### src/rtl/jedro_1_arb_pkg.sv
// Shared types and address helpers for the jedro_1 memory arbiter.
// Addresses pass through the helpers zero-extended to 64 bits so any ADDR_WIDTH up to 64 fits.
package jedro_1_arb_pkg;

  typedef enum logic [1:0] {
    OWN_NONE  = 2'd0,
    OWN_INSTR = 2'd1,
    OWN_DATA  = 2'd2
  } owner_e;

  localparam logic [3:0] BE_ALL = 4'hF;

  function automatic logic [63:0] word_addr(input logic [63:0] byte_addr);
    return byte_addr >> 2;
  endfunction

  function automatic logic in_range(input logic [63:0] byte_addr, input int unsigned depth);
    return byte_addr < ({32'd0, depth} << 2);
  endfunction

endpackage

### src/rtl/jedro_1_arb_starve_cnt.sv
// Counts consecutive denied instruction-request cycles; raises force_o at STARVE_LIMIT.
module jedro_1_arb_starve_cnt #(
  parameter int STARVE_LIMIT = 4
) (
  input  logic clk_i,
  input  logic rst_i,
  input  logic i_req_i,
  input  logic i_gnt_i,
  output logic force_o
);

  logic [3:0] cnt_q;

  assign force_o = (cnt_q == 4'(STARVE_LIMIT));

  always_ff @(posedge clk_i) begin
    if (rst_i) begin
      cnt_q <= '0;
    end else if (!i_req_i || i_gnt_i) begin
      cnt_q <= '0;
    end else if (!force_o) begin
      cnt_q <= cnt_q + 4'd1;
    end
  end

endmodule

### src/rtl/jedro_1_mem_arbiter.sv
// Shares one single-port RAM between instr fetch and load/store, data first, bounded instr starvation.
// Optional perf counters enabled by defining JEDRO_1_MEM_ARB_PERF_EN.
module jedro_1_mem_arbiter
  import jedro_1_arb_pkg::*;
#(
  parameter int DATA_WIDTH   = 32,
  parameter int ADDR_WIDTH   = 32,
  parameter int MEM_DEPTH    = 1024,
  parameter int STARVE_LIMIT = 4,
  localparam int AW          = $clog2(MEM_DEPTH)
) (
  input  logic                  clk_i,
  input  logic                  rst_i,
  input  logic                  i_req_i,
  input  logic [ADDR_WIDTH-1:0] i_addr_i,
  output logic                  i_gnt_o,
  output logic                  i_rvalid_o,
  output logic [DATA_WIDTH-1:0] i_rdata_o,
  output logic                  i_err_o,
  input  logic                  d_req_i,
  input  logic                  d_we_i,
  input  logic [3:0]            d_be_i,
  input  logic [ADDR_WIDTH-1:0] d_addr_i,
  input  logic [DATA_WIDTH-1:0] d_wdata_i,
  output logic                  d_gnt_o,
  output logic                  d_rvalid_o,
  output logic [DATA_WIDTH-1:0] d_rdata_o,
  output logic                  d_err_o,
  output logic                  ram_en_o,
  output logic [3:0]            ram_we_o,
  output logic [AW-1:0]         ram_addr_o,
  output logic [DATA_WIDTH-1:0] ram_wdata_o,
  input  logic [DATA_WIDTH-1:0] ram_rdata_i
`ifdef JEDRO_1_MEM_ARB_PERF_EN
  ,
  output logic [31:0]           perf_conflict_o,
  output logic [31:0]           perf_forced_o
`endif
);

  // Handshake: a request is accepted in the cycle *_gnt_o is high; the
  // matching *_rvalid_o follows exactly one cycle later and is never stalled.
  logic        i_req_v, d_req_v;
  logic        force_i;
  logic        i_gnt, d_gnt;
  logic [63:0] sel_addr;
  logic        sel_ok;
  owner_e      owner_q;
  logic        err_q, wr_q;

  assign i_req_v = i_req_i & ~rst_i;
  assign d_req_v = d_req_i & ~rst_i;

  assign d_gnt = d_req_v & ~(force_i & i_req_v);
  assign i_gnt = i_req_v & ~d_gnt;

  assign i_gnt_o = i_gnt;
  assign d_gnt_o = d_gnt;

  assign sel_addr = d_gnt ? 64'(d_addr_i) : 64'(i_addr_i);
  assign sel_ok   = in_range(sel_addr, MEM_DEPTH);

  assign ram_en_o    = (i_gnt | d_gnt) & sel_ok;
  assign ram_we_o    = (d_gnt & d_we_i & sel_ok) ? d_be_i : 4'd0;
  assign ram_addr_o  = AW'(word_addr(sel_addr));
  assign ram_wdata_o = d_wdata_i;

  jedro_1_arb_starve_cnt #(
    .STARVE_LIMIT(STARVE_LIMIT)
  ) u_starve (
    .clk_i  (clk_i),
    .rst_i  (rst_i),
    .i_req_i(i_req_v),
    .i_gnt_i(i_gnt),
    .force_o(force_i)
  );

  always_ff @(posedge clk_i) begin
    if (rst_i) begin
      owner_q <= OWN_NONE;
      err_q   <= 1'b0;
      wr_q    <= 1'b0;
    end else begin
      owner_q <= d_gnt ? OWN_DATA : (i_gnt ? OWN_INSTR : OWN_NONE);
      err_q   <= (i_gnt | d_gnt) & ~sel_ok;
      wr_q    <= d_gnt & d_we_i;
    end
  end

  // Gating with rst_i drops a response whose grant preceded a reset cycle.
  assign i_rvalid_o = (owner_q == OWN_INSTR) & ~rst_i;
  assign d_rvalid_o = (owner_q == OWN_DATA) & ~rst_i;
  assign i_err_o    = i_rvalid_o & err_q;
  assign d_err_o    = d_rvalid_o & err_q;
  assign i_rdata_o  = (i_rvalid_o & ~err_q) ? ram_rdata_i : '0;
  assign d_rdata_o  = (d_rvalid_o & ~err_q & ~wr_q) ? ram_rdata_i : '0;

`ifdef JEDRO_1_MEM_ARB_PERF_EN
  logic [31:0] conflict_q, forced_q;

  always_ff @(posedge clk_i) begin
    if (rst_i) begin
      conflict_q <= '0;
      forced_q   <= '0;
    end else begin
      if (i_req_v && d_req_v && conflict_q != '1) conflict_q <= conflict_q + 32'd1;
      if (force_i && i_gnt && d_req_v && forced_q != '1) forced_q <= forced_q + 32'd1;
    end
  end

  assign perf_conflict_o = conflict_q;
  assign perf_forced_o   = forced_q;
`endif

endmodule

### config.mk
export PLATFORM = sky130hd
export DESIGN_NAME = jedro_1_mem_arbiter
export DESIGN_NICKNAME = d
export VERILOG_FILES = /design/src/rtl/jedro_1_arb_pkg.sv /design/src/rtl/jedro_1_arb_starve_cnt.sv /design/src/rtl/jedro_1_mem_arbiter.sv
export SDC_FILE = /design/constraint.sdc
export NUM_CORES = 1
export LEC_CHECK = 0
export BUFFER_PORTS_ARGS = -buffer_cell sky130_fd_sc_hd__buf_2
export CAP_MARGIN = 20
export CELL_PAD_IN_SITES_DETAIL_PLACEMENT = 0
export CELL_PAD_IN_SITES_GLOBAL_PLACEMENT = 1
export CORE_ASPECT_RATIO = 0.9
export CORE_UTILIZATION = 13
export DETAILED_ROUTE_END_ITERATION = 10
export PLACE_DENSITY_LB_ADDON = 0.12
export SYNTH_ARGS = -nofsm -noshare
export SYNTH_HDL_FRONTEND = slang
export SYNTH_SLANG_ARGS = --single-unit
### constraint.sdc
create_clock -name clk_i -period 2.9 [get_ports clk_i]
set_clock_uncertainty 0.1 [all_clocks]
set_input_delay 0.58 -clock clk_i [delete_from_list [all_inputs] [get_ports clk_i]]
set_output_delay 0.58 -clock clk_i [all_outputs]
set_load 0.05 [all_outputs]
==> report_table.html, run 1 <==
<table>
<tr><th>Metric</th><th>Value</th></tr>
<tr><th colspan="2">Detailed routing</th></tr>
<tr><td>Detailed-route vias per instance</td><td>3.78</td></tr>
<tr><td>Number of detailed-route iterations in the first pass</td><td>2</td></tr>
<tr><td>Remaining number of nets flagged by the antenna check after routing</td><td>0</td></tr>
<tr><td>Final Routed Wirelength</td><td>4910 µm</td></tr>
<tr><td>Violation count after the first detailed-routing iteration</td><td>67</td></tr>
<tr><td>WL/cell</td><td>10.5 µm</td></tr>
<tr><td>Via count</td><td>1,761</td></tr>
<tr><td>Remaining DRCs</td><td>0</td></tr>
<tr><th colspan="2">STA</th></tr>
<tr><td>Final max-slew violation count</td><td>0</td></tr>
<tr><td>Fin crit share</td><td>between 90% and 100%</td></tr>
<tr><td>Final setup fails</td><td>0</td></tr>
<tr><td>Final Hold Violating Endpoints</td><td>0</td></tr>
<tr><td>Highest Clock Rate</td><td>355 MHz</td></tr>
<tr><td>Least-Margin Pin Slew</td><td>282 ps</td></tr>
<tr><td>Aggregate negative setup slack</td><td>0 ps</td></tr>
<tr><td>Worst slew margin relative to its limit</td><td>81.1%</td></tr>
<tr><td>Setup repair after global routing missed its margin</td><td>false</td></tr>
<tr><td>Final Critical Period</td><td>about 2800 ps</td></tr>
<tr><th colspan="2">Min path</th></tr>
<tr><td>Beginning of the worst hold path</td><td>u_starve.cnt_q[0]</td></tr>
<tr><td>Hold crit path type</td><td>reg2reg</td></tr>
<tr><td>Worst min-delay path endpoint</td><td>u_starve.cnt_q[0]</td></tr>
<tr><td>Hold Path Cell Cnt</td><td>1</td></tr>
<tr><th colspan="2">Synthesis</th></tr>
<tr><td>Top-area cell type share of the netlist area</td><td>34.3%</td></tr>
<tr><td>Main area contributors after synthesis</td><td>sky130_fd_sc_hd__and2_1 (34%), sky130_fd_sc_hd__buf_4 (19%), sky130_fd_sc_hd__dfxtp_1 (13%)</td></tr>
<tr><td>Portion of the post-synthesis area used by sequential elements</td><td>12.6%</td></tr>
<tr><td>Adder-cell share of the synthesized area</td><td>1.96%</td></tr>
<tr><td>Yosys cell types</td><td>25</td></tr>
<tr><td>Seq cells post-synth</td><td>8</td></tr>
<tr><td>Library cell with the largest summed area after synthesis</td><td>sky130_fd_sc_hd__and2_1</td></tr>
<tr><td>Dominant combinational cell family by area after synthesis</td><td>simple AND/OR/NAND/NOR gates</td></tr>
<tr><td>Net count of the mapped netlist</td><td>332</td></tr>
<tr><td>Simple-gate portion of the synthesized area</td><td>59.4%</td></tr>
<tr><td>Syn Inst Count</td><td>193</td></tr>
<tr><td>Fraction of synthesized area in multiplexers</td><td>0%</td></tr>
<tr><td>Top post-synthesis cells by count</td><td>sky130_fd_sc_hd__and2_1 (70), sky130_fd_sc_hd__buf_4 (32), sky130_fd_sc_hd__nand2_1 (31)</td></tr>
<tr><td>Fraction of registers with async set or reset after synthesis</td><td>0%</td></tr>
<tr><td>Synth Area in Compound Gates</td><td>under 10%</td></tr>
<tr><td>Synth Area in XOR/XNOR</td><td>~1.4%</td></tr>
<tr><td>Count of flip-flops with a built-in enable after synthesis</td><td>0</td></tr>
<tr><td>Most used flip-flop cell after synthesis</td><td>sky130_fd_sc_hd__dfxtp_1</td></tr>
<tr><td>Area of the mapped netlist</td><td>0.00127 mm²</td></tr>
<tr><td>Most instantiated library cell after synthesis</td><td>sky130_fd_sc_hd__and2_1</td></tr>
<tr><td>YS warnings</td><td>0</td></tr>
<tr><td>Average footprint of a synthesized cell</td><td>6.61 µm²</td></tr>
<tr><th colspan="2">Place</th></tr>
<tr><td>PortBufs</td><td>185</td></tr>
<tr><td>GPL Wtd Cong</td><td>0.677</td></tr>
<tr><td>Placed cell areas</td><td>between 0.002 and 0.0025 mm²</td></tr>
<tr><td>Sum of net half-perimeters after detailed placement</td><td>approximately 4300 µm</td></tr>
<tr><th colspan="2">Critical path</th></tr>
<tr><td>Endpoint kind of the worst setup timing path</td><td>output port</td></tr>
<tr><td>Destination of the worst register-to-register timing path</td><td>err_q</td></tr>
<tr><td>Internal reg-to-reg setup slack</td><td>920 ps</td></tr>
<tr><td>Critical-path cell with the highest stage delay</td><td>sky130_fd_sc_hd__a211o_4</td></tr>
<tr><td>Sequence of cells on the critical path</td><td>inv_1 &gt; ha_1 &gt; and3b_1 &gt; a211o_4 &gt; or3_1 &gt; a21oi_2 &gt; buf_6</td></tr>
<tr><td>Required time of the critical path</td><td>2220 ps</td></tr>
<tr><td>R2r startpoint</td><td>u_starve.cnt_q[0]</td></tr>
<tr><td>Largest stage delay, worst path</td><td>approximately 400 ps</td></tr>
<tr><td>Critical path startpoint category</td><td>flip-flop</td></tr>
<tr><td>Worst Reg2Reg Path Length in Cells</td><td>6</td></tr>
<tr><td>Crit Path Max Fanout</td><td>7</td></tr>
<tr><td>Startpoint-to-endpoint class of the critical path</td><td>reg2out</td></tr>
<tr><td>Data arrival, critical path</td><td>2140 ps</td></tr>
<tr><th colspan="2">CTS</th></tr>
<tr><td>Bufs on Longest Clock Path</td><td>2</td></tr>
<tr><td>Clock slew at reported path FFs</td><td>40 ps</td></tr>
<tr><td>Post-CTS setup-driven buffer insertion count</td><td>0</td></tr>
<tr><td>Number of buffers created by CTS</td><td>3</td></tr>
<tr><td>Clock root cell</td><td>sky130_fd_sc_hd__clkbuf_8</td></tr>
<tr><td>H-tree lvl count</td><td>1</td></tr>
<tr><td>Source-to-sink clock delay at the later pin of the worst-skew pair</td><td>220 ps</td></tr>
<tr><td>Number of clock sinks</td><td>8</td></tr>
<tr><td>CTS tree</td><td>yes</td></tr>
<tr><th colspan="2">Floorplanning</th></tr>
<tr><td>Die ar.</td><td>~0.01 mm²</td></tr>
<tr><td>Placement Rows</td><td>33</td></tr>
<tr><td>Overall die width</td><td>106 µm</td></tr>
<tr><td>Effective utilization at floorplan</td><td>13.7%</td></tr>
<tr><td>Number of top-level pins</td><td>254</td></tr>
<tr><td>Std-Cell Core Area</td><td>0.00933 mm²</td></tr>
<tr><td>Y dimension of the die</td><td>between 90 and 100 µm</td></tr>
<tr><th colspan="2">Global routing</th></tr>
<tr><td>GRT Overall Usage</td><td>8.36%</td></tr>
<tr><td>Number of antenna violations at the first check in global routing</td><td>0</td></tr>
<tr><td>First-pass GRT wire length</td><td>6870 µm</td></tr>
<tr><td>Pin count of the biggest net entering global routing</td><td>33</td></tr>
<tr><td>Vias in the first global route</td><td>approximately 1,500</td></tr>
<tr><td>GRT Residual Overflow</td><td>0</td></tr>
<tr><th colspan="2">Finish</th></tr>
<tr><td>Post-synthesis to final-layout area growth</td><td>75.4%</td></tr>
<tr><td>Fillers</td><td>1,090</td></tr>
<tr><td>Count of antenna diodes in the layout</td><td>0</td></tr>
<tr><td>Area of all placed cells without fillers</td><td>0.00224 mm²</td></tr>
<tr><td>Share of layout cells above drive strength 1</td><td>approximately 58%</td></tr>
<tr><td>Final net count</td><td>485</td></tr>
<tr><th colspan="2">Pwr</th></tr>
<tr><td>Leakage dissipation</td><td>around 1.4 nW</td></tr>
<tr><td>Areal power density over the cells</td><td>226 mW/mm²</td></tr>
<tr><td>Worst IR Drop VDD</td><td>0.0956 mV</td></tr>
<tr><th colspan="2">Flow run</th></tr>
<tr><td>Max-Cap Viols</td><td>0</td></tr>
<tr><th colspan="2">Status</th></tr>
<tr><td>Run status</td><td>finished, final reports clean</td></tr>
</table>
==> cells in the final DEF (no fill, tap or decap), drive strengths merged, types with 2 or more instances in the layout <==
| master | count |
|---|---|
| buf | 188 |
| and2 | 70 |
| nand2 | 31 |
| nor4 | 11 |
| dfxtp | 8 |
| nor2 | 6 |
| inv | 5 |
| nor3b | 5 |
| clkbuf | 3 |
| and3b | 2 |
| nand3 | 2 |
| ha | 2 |
==> layout make-up <==
type,instances,area [µm²],area share (%)
clock buffer,3,41.3,1.85
inverter,6,26.3,1.18
multi-input combinational,139,865,38.7
sequential,8,161,7.22
tap,122,153,6.83
timing repair buffer,188,990,44.3
==> timing repair <==
item,4_1_cts,5_1_grt
hold buffers,0,0
endpoints found under the setup margin,16,5
gates resized for setup,10,1
hold endpoints to repair,0,0
==> critical path, delay by kind of cell (launching register included) <==
family | cells | cell delay [ps]
AO/OA/AOI/OAI | 2 | 570
flip-flops | 1 | 340
adder cells (fa/ha/maj) | 1 | 170
buffers and inverters | 2 | 220
AND/OR/NAND/NOR | 2 | 610
==> metrics by stage <==
step | util [%] | hold WS [ps] | instances | setup WS (ps) | total power, W
after CTS | 23.9 | 373 | 466 | 25.0 | 0.000514
after floorplan | - | 330 | 193 | 82.9 | 0.000386
after detailed placement | 23.1 | 353 | 463 | 150 | 0.000379
final | 24.0 | 334 | 466 | 83.2 | 0.000505
after global placement | 23.1 | 355 | 463 | 161 | 0.000378
after global routing | 24.0 | 369 | 466 | 10.4 | 0.000533
==> flip-flops by register name (all words and copies together) (netlist names) <==
name and cells:
err_q 1, owner_q 2, u_starve.cnt_q 4, wr_q 1
==> layer usage <==
metal / wire [µm] / up-vias / track usage [%] / part of all wire, %
li1: - / 880 / - / -
met1: 1870 / 744 / 9.05 / 38
met2: 2380 / 133 / 15.7 / 48
met3: 633 / 4 / 2.51 / 13
met4: 35 / 0 / 2.43 / 0.71
met5: 0 / - / 0 / 0
==> how the worst max path moves through the flow <==
stage,start,to,depth (start not counted)
5_1_grt,u_starve.cnt_q[0],ram_en_o,7
6_report,u_starve.cnt_q[0],ram_en_o,7
3_5_place_dp,u_starve.cnt_q[0],ram_we_o[1],7
3_3_place_gp,u_starve.cnt_q[0],ram_we_o[1],7
4_1_cts,u_starve.cnt_q[0],ram_en_o,7
2_1_floorplan,u_starve.cnt_q[0],i_gnt_o,6
==> power breakdown <==
| part | switching [W] | internal, W | leakage (nW) |
|---|---|---|---|
| sequential | 0.00000317 | 0.000115 | 0.0660 |
| clock | 0.0000400 | 0.0000896 | 0.0216 |
| combinational | 0.000166 | 0.0000920 | 1.28 |
==> cell families (layout without fill, tap and decap cells) <==
logic type / after synthesis / after routing
xor gates and xnor gates: 2 / 2
buffers and inverters: 46 / 197
and+or+nand+nor: 132 / 132
DFF: 8 / 8
adders and majority gates: 2 / 2
AOI/OAI and AO/OA: 3 / 3
Power figures use the tool's default switching activity.
==> inputs of run 2 (changes only) <==
Settings changed: CORE_UTILIZATION 13 to 14, SYNTH_HIERARCHICAL set to 1.
==> report_table.html, run 2 <==
<table>
<tr><th>Metric</th><th>Value</th></tr>
<tr><th colspan="2">Critical path</th></tr>
<tr><td>Largest stage delay, worst path</td><td>550 ps (+150 ps)</td></tr>
<tr><td>Critical path origin</td><td>u_starve/cnt_q[1]</td></tr>
<tr><td>Critical path startpoint category</td><td>flip-flop</td></tr>
<tr><td>Sequence of cells on the critical path</td><td>inv_1 &gt; ha_2 &gt; nand3b_4 &gt; inv_2 &gt; nand2_2 &gt; nand3_2 &gt; inv_2 &gt; or4_4 &gt; a21oi_4 &gt; buf_6</td></tr>
<tr><td>Data arrival, critical path</td><td>2080 ps (-60 ps)</td></tr>
<tr><td>Startpoint-to-endpoint class of the critical path</td><td>reg2out</td></tr>
<tr><td>Worst Reg2Reg Path Length in Cells</td><td>9 (+3)</td></tr>
<tr><td>Critical path's most frequent cell</td><td>sky130_fd_sc_hd__inv_2</td></tr>
<tr><td>Endpoint kind of the worst setup timing path</td><td>output port</td></tr>
<tr><td>Required time of the critical path</td><td>2220 ps (about the same)</td></tr>
<tr><td>Destination of the worst register-to-register timing path</td><td>err_q</td></tr>
<tr><td>Critical-path cell with the highest stage delay</td><td>sky130_fd_sc_hd__or4_4</td></tr>
<tr><td>Capturing element of the worst setup path</td><td>ram_en_o</td></tr>
<tr><td>R2r startpoint</td><td>u_starve/cnt_q[1]</td></tr>
<tr><td>Internal reg-to-reg setup slack</td><td>970 ps (+50 ps)</td></tr>
<tr><td>Crit Path Max Fanout</td><td>4 (-3)</td></tr>
<tr><th colspan="2">Detailed routing</th></tr>
<tr><td>Via count</td><td>1,692 (-3.9%)</td></tr>
<tr><td>Remaining DRCs</td><td>0 (unchanged)</td></tr>
<tr><td>WL/cell</td><td>10.3 µm (-2.5%)</td></tr>
<tr><td>Remaining number of nets flagged by the antenna check after routing</td><td>0 (unchanged)</td></tr>
<tr><td>Final Routed Wirelength</td><td>4710 µm (-4.1%)</td></tr>
<tr><td>Number of detailed-route iterations in the first pass</td><td>3 (+1)</td></tr>
<tr><td>Violation count after the first detailed-routing iteration</td><td>49 (-27%)</td></tr>
<tr><td>Detailed-route vias per instance</td><td>3.69 (-2.2%)</td></tr>
<tr><th colspan="2">Finish</th></tr>
<tr><td>Flip-flop count of the largest register after layout</td><td>4 (unchanged)</td></tr>
<tr><td>Register with the most flip-flops</td><td>u_starve/cnt_q</td></tr>
<tr><td>Count of antenna diodes in the layout</td><td>0 (unchanged)</td></tr>
<tr><td>Share of layout cells above drive strength 1</td><td>65.8% (+7.6 points)</td></tr>
<tr><td>Share of the core filled with cells</td><td>25.2% (+1.3 points)</td></tr>
<tr><td>Regs by FF count</td><td>u_starve/cnt_q (4), owner_q (2)</td></tr>
<tr><td>Most common cell after layout, fill and taps aside</td><td>sky130_fd_sc_hd__buf_2</td></tr>
<tr><td>Most used cells in the layout excluding fill and tap cells</td><td>sky130_fd_sc_hd__buf_2 (183), sky130_fd_sc_hd__and2_1 (70), sky130_fd_sc_hd__nor4_1 (10), sky130_fd_sc_hd__mux2_2 (10), sky130_fd_sc_hd__dfxtp_1 (8)</td></tr>
<tr><td>Post-synthesis to final-layout area growth</td><td>74.6%</td></tr>
<tr><td>Final net count</td><td>477 (-1.6%)</td></tr>
<tr><th colspan="2">Place</th></tr>
<tr><td>PortBufs</td><td>185 (unchanged)</td></tr>
<tr><td>GPL Wtd Cong</td><td>0.677 (unchanged)</td></tr>
<tr><td>Sum of net half-perimeters after detailed placement</td><td>4220 µm (-1.2%)</td></tr>
<tr><th colspan="2">CTS</th></tr>
<tr><td>Clock slew at reported path FFs</td><td>40 ps (about the same)</td></tr>
<tr><td>Bufs on Longest Clock Path</td><td>2 (unchanged)</td></tr>
<tr><td>Clock root cell</td><td>sky130_fd_sc_hd__clkbuf_8</td></tr>
<tr><td>Number of buffers created by CTS</td><td>3 (unchanged)</td></tr>
<tr><td>CTS tree</td><td>yes</td></tr>
<tr><td>Source-to-sink clock delay at the later pin of the worst-skew pair</td><td>220 ps (about the same)</td></tr>
<tr><td>CTS Hold Buffers Added</td><td>0 (unchanged)</td></tr>
<tr><td>Number of clock sinks</td><td>8 (unchanged)</td></tr>
<tr><td>Post-CTS setup-driven buffer insertion count</td><td>0 (unchanged)</td></tr>
<tr><td>H-tree lvl count</td><td>1 (unchanged)</td></tr>
<tr><th colspan="2">Floorplanning</th></tr>
<tr><td>Die ar.</td><td>0.00986 mm² (-3.4%)</td></tr>
<tr><td>Overall die width</td><td>105 µm (-1.7%)</td></tr>
<tr><td>Placement Rows</td><td>33 (unchanged)</td></tr>
<tr><td>Std-Cell Core Area</td><td>0.00917 mm² (-1.8%)</td></tr>
<tr><td>Y dimension of the die</td><td>94.3 µm (-1.7%)</td></tr>
<tr><td>Number of top-level pins</td><td>254 (unchanged)</td></tr>
<tr><td>Effective utilization at floorplan</td><td>14.5% (+0.79 points)</td></tr>
<tr><th colspan="2">Synthesis</th></tr>
<tr><td>Net count of the mapped netlist</td><td>319 (-3.9%)</td></tr>
<tr><td>Dominant combinational cell family by area after synthesis</td><td>simple AND/OR/NAND/NOR gates</td></tr>
<tr><td>Library cell with the largest summed area after synthesis</td><td>sky130_fd_sc_hd__and2_1</td></tr>
<tr><td>Syn Inst Count</td><td>180 (-6.7%)</td></tr>
<tr><td>Most used flip-flop cell after synthesis</td><td>sky130_fd_sc_hd__dfxtp_1</td></tr>
<tr><td>Top-area cell type share of the netlist area</td><td>33.1% (-1.3 points)</td></tr>
<tr><td>Portion of the post-synthesis area used by sequential elements</td><td>12.1% (-0.47 points)</td></tr>
<tr><td>Area of the mapped netlist</td><td>0.00133 mm² (+3.9%)</td></tr>
<tr><td>Main area contributors after synthesis</td><td>sky130_fd_sc_hd__and2_1 (33%), sky130_fd_sc_hd__buf_4 (18%), sky130_fd_sc_hd__dfxtp_1 (12%)</td></tr>
<tr><td>Synth Area in XOR/XNOR</td><td>1.32% (-0.052 points)</td></tr>
<tr><td>Average footprint of a synthesized cell</td><td>7.36 µm² (+11%)</td></tr>
<tr><td>Fraction of registers with async set or reset after synthesis</td><td>0% (unchanged)</td></tr>
<tr><td>Simple-gate portion of the synthesized area</td><td>50.8% (-8.6 points)</td></tr>
<tr><td>Seq cells post-synth</td><td>8 (unchanged)</td></tr>
<tr><td>Count of flip-flops with a built-in enable after synthesis</td><td>0 (unchanged)</td></tr>
<tr><td>Adder-cell share of the synthesized area</td><td>1.89% (-0.074 points)</td></tr>
<tr><td>YS warnings</td><td>6 (+6)</td></tr>
<tr><td>Most instantiated library cell after synthesis</td><td>sky130_fd_sc_hd__and2_1</td></tr>
<tr><td>Top post-synthesis cells by count</td><td>sky130_fd_sc_hd__and2_1 (70), sky130_fd_sc_hd__buf_4 (32), sky130_fd_sc_hd__mux2_2 (10), sky130_fd_sc_hd__nor4_1 (10), sky130_fd_sc_hd__dfxtp_1 (8)</td></tr>
<tr><td>Yosys cell types</td><td>29 (+16%)</td></tr>
<tr><td>Synth Area in Compound Gates</td><td>1.42% (-0.25 points)</td></tr>
<tr><td>Fraction of synthesized area in multiplexers</td><td>10.0% (+10 points)</td></tr>
<tr><th colspan="2">Pwr</th></tr>
<tr><td>Worst IR Drop VDD</td><td>0.0922 mV (-3.6%)</td></tr>
<tr><td>Areal power density over the cells</td><td>218 mW/mm² (-3.5%)</td></tr>
<tr><td>Overall power</td><td>0.000504 W (-0.15%)</td></tr>
<tr><td>Leakage dissipation</td><td>1.38 nW (+1.3%)</td></tr>
<tr><th colspan="2">Global routing</th></tr>
<tr><td>Number of antenna violations at the first check in global routing</td><td>0 (unchanged)</td></tr>
<tr><td>GRT Overall Usage</td><td>8.63% (+0.27 points)</td></tr>
<tr><td>First-pass GRT wire length</td><td>6800 µm (-0.90%)</td></tr>
<tr><td>GRT Residual Overflow</td><td>0 (unchanged)</td></tr>
<tr><td>Vias in the first global route</td><td>1,497 (-1.4%)</td></tr>
<tr><td>Pin count of the biggest net entering global routing</td><td>33 (unchanged)</td></tr>
<tr><th colspan="2">STA</th></tr>
<tr><td>Setup repair after global routing missed its margin</td><td>true</td></tr>
<tr><td>Final max-slew violation count</td><td>0 (unchanged)</td></tr>
<tr><td>Final setup fails</td><td>0 (unchanged)</td></tr>
<tr><td>Least-Margin Pin Slew</td><td>387 ps (+105 ps)</td></tr>
<tr><td>Final Critical Period</td><td>2760 ps (-58.3 ps)</td></tr>
<tr><td>Aggregate negative setup slack</td><td>0 ps (unchanged)</td></tr>
<tr><td>Worst slew margin relative to its limit</td><td>74.0% (-7.1 points)</td></tr>
<tr><td>Final Hold Violating Endpoints</td><td>0 (unchanged)</td></tr>
<tr><td>Highest Clock Rate</td><td>363 MHz (+2.1%)</td></tr>
<tr><td>Fin crit share</td><td>95.1% (-2.0 points)</td></tr>
<tr><td>Worst slack on hold paths</td><td>415 ps (+81.0 ps)</td></tr>
<tr><th colspan="2">Flow run</th></tr>
<tr><td>Max-Cap Viols</td><td>0 (unchanged)</td></tr>
<tr><th colspan="2">Min path</th></tr>
<tr><td>Hold crit path type</td><td>reg2reg</td></tr>
<tr><th colspan="2">Status</th></tr>
<tr><td>Run status</td><td>finished, final reports clean</td></tr>
</table>
[run 2: cell types whose count changed in the layout (fill, tap and decap cells not counted), moves of 2 or more]
cell / before / now
sky130_fd_sc_hd__nor3_1: 0 / 2
sky130_fd_sc_hd__mux2_2: 0 / 10
sky130_fd_sc_hd__inv_2: 0 / 3
sky130_fd_sc_hd__buf_2: 180 / 183
sky130_fd_sc_hd__nand2_1: 31 / 3
sky130_fd_sc_hd__nor3b_1: 2 / 0
sky130_fd_sc_hd__mux2i_1: 0 / 2
[run 2: repair_timing]
item | CTS | global route
gates resized for setup | 4 | 5
endpoints found under the setup margin | 1 | 5
pin swaps | 1 | 0
[run 2: power breakdown]
part / internal (W) / total [W] / switching, W
Combinational: 0.0000980 / 0.000257 / 0.000159
Sequential: 0.000114 / 0.000118 / 0.00000374
Clock: 0.0000895 / 0.000129 / 0.0000395
[run 2: cell type report]
cell class / count / area, µm²
fillers: 1036 / 6850
well taps: 122 / 153
repair buffers: 192 / 1010
inverters: 8 / 30.0
multi-input cells: 125 / 917
flip-flops and latches: 8 / 160
clock buffers: 3 / 41.3
[run 2: logic make-up (layout without fill, tap and decap cells)]
kind of cell    count (synthesis)  after routing
xor+xnor                        2              2
buf+inv                        47            203
fa+ha+maj                       2              2
simple gates                  106            106
compound gates                  3              3
mux                            12             12
flops                           8              8
[run 2: how the worst min path moves through the flow]
stage	start	endpoint	slack (ps)	depth (start not counted)
floorplan	u_starve/cnt_q[3]	u_starve/cnt_q[3]	390	2
global placement	u_starve/cnt_q[3]	u_starve/cnt_q[3]	420	2
detailed placement	u_starve/cnt_q[3]	u_starve/cnt_q[3]	420	2
CTS	u_starve/cnt_q[3]	u_starve/cnt_q[3]	420	2
global route	u_starve/cnt_q[1]	u_starve/cnt_q[1]	470	2
finish	u_starve/cnt_q[3]	u_starve/cnt_q[3]	420	2
[run 2: layer usage]
layer / track usage, % / wire [µm]
met1: 7.96 / 1620
met2: 18.0 / 2480
met3: 2.29 / 571
met4: 2.98 / 36
met5: 0 / 0
[run 2: critical path: cells and delay by family (launching register included)]
family                   cells  cell delay, ps
AND/OR/NAND/NOR              4             820
buffers and inverters        4             350
flip-flops                   1             330
adder cells (fa/ha/maj)      1             200
AO/OA/AOI/OAI                1             150
[run 2: per-stage QoR]
step / instance area, µm² / std cells / setup slack, ps
floorplan: 1350 / 180 / 8.89
global placement: 2240 / 455 / 57.7
detailed placement: 2240 / 455 / 46.2
CTS: 2300 / 458 / 32.5
global route: 2310 / 458 / 3.00
finish: 2310 / 458 / 141
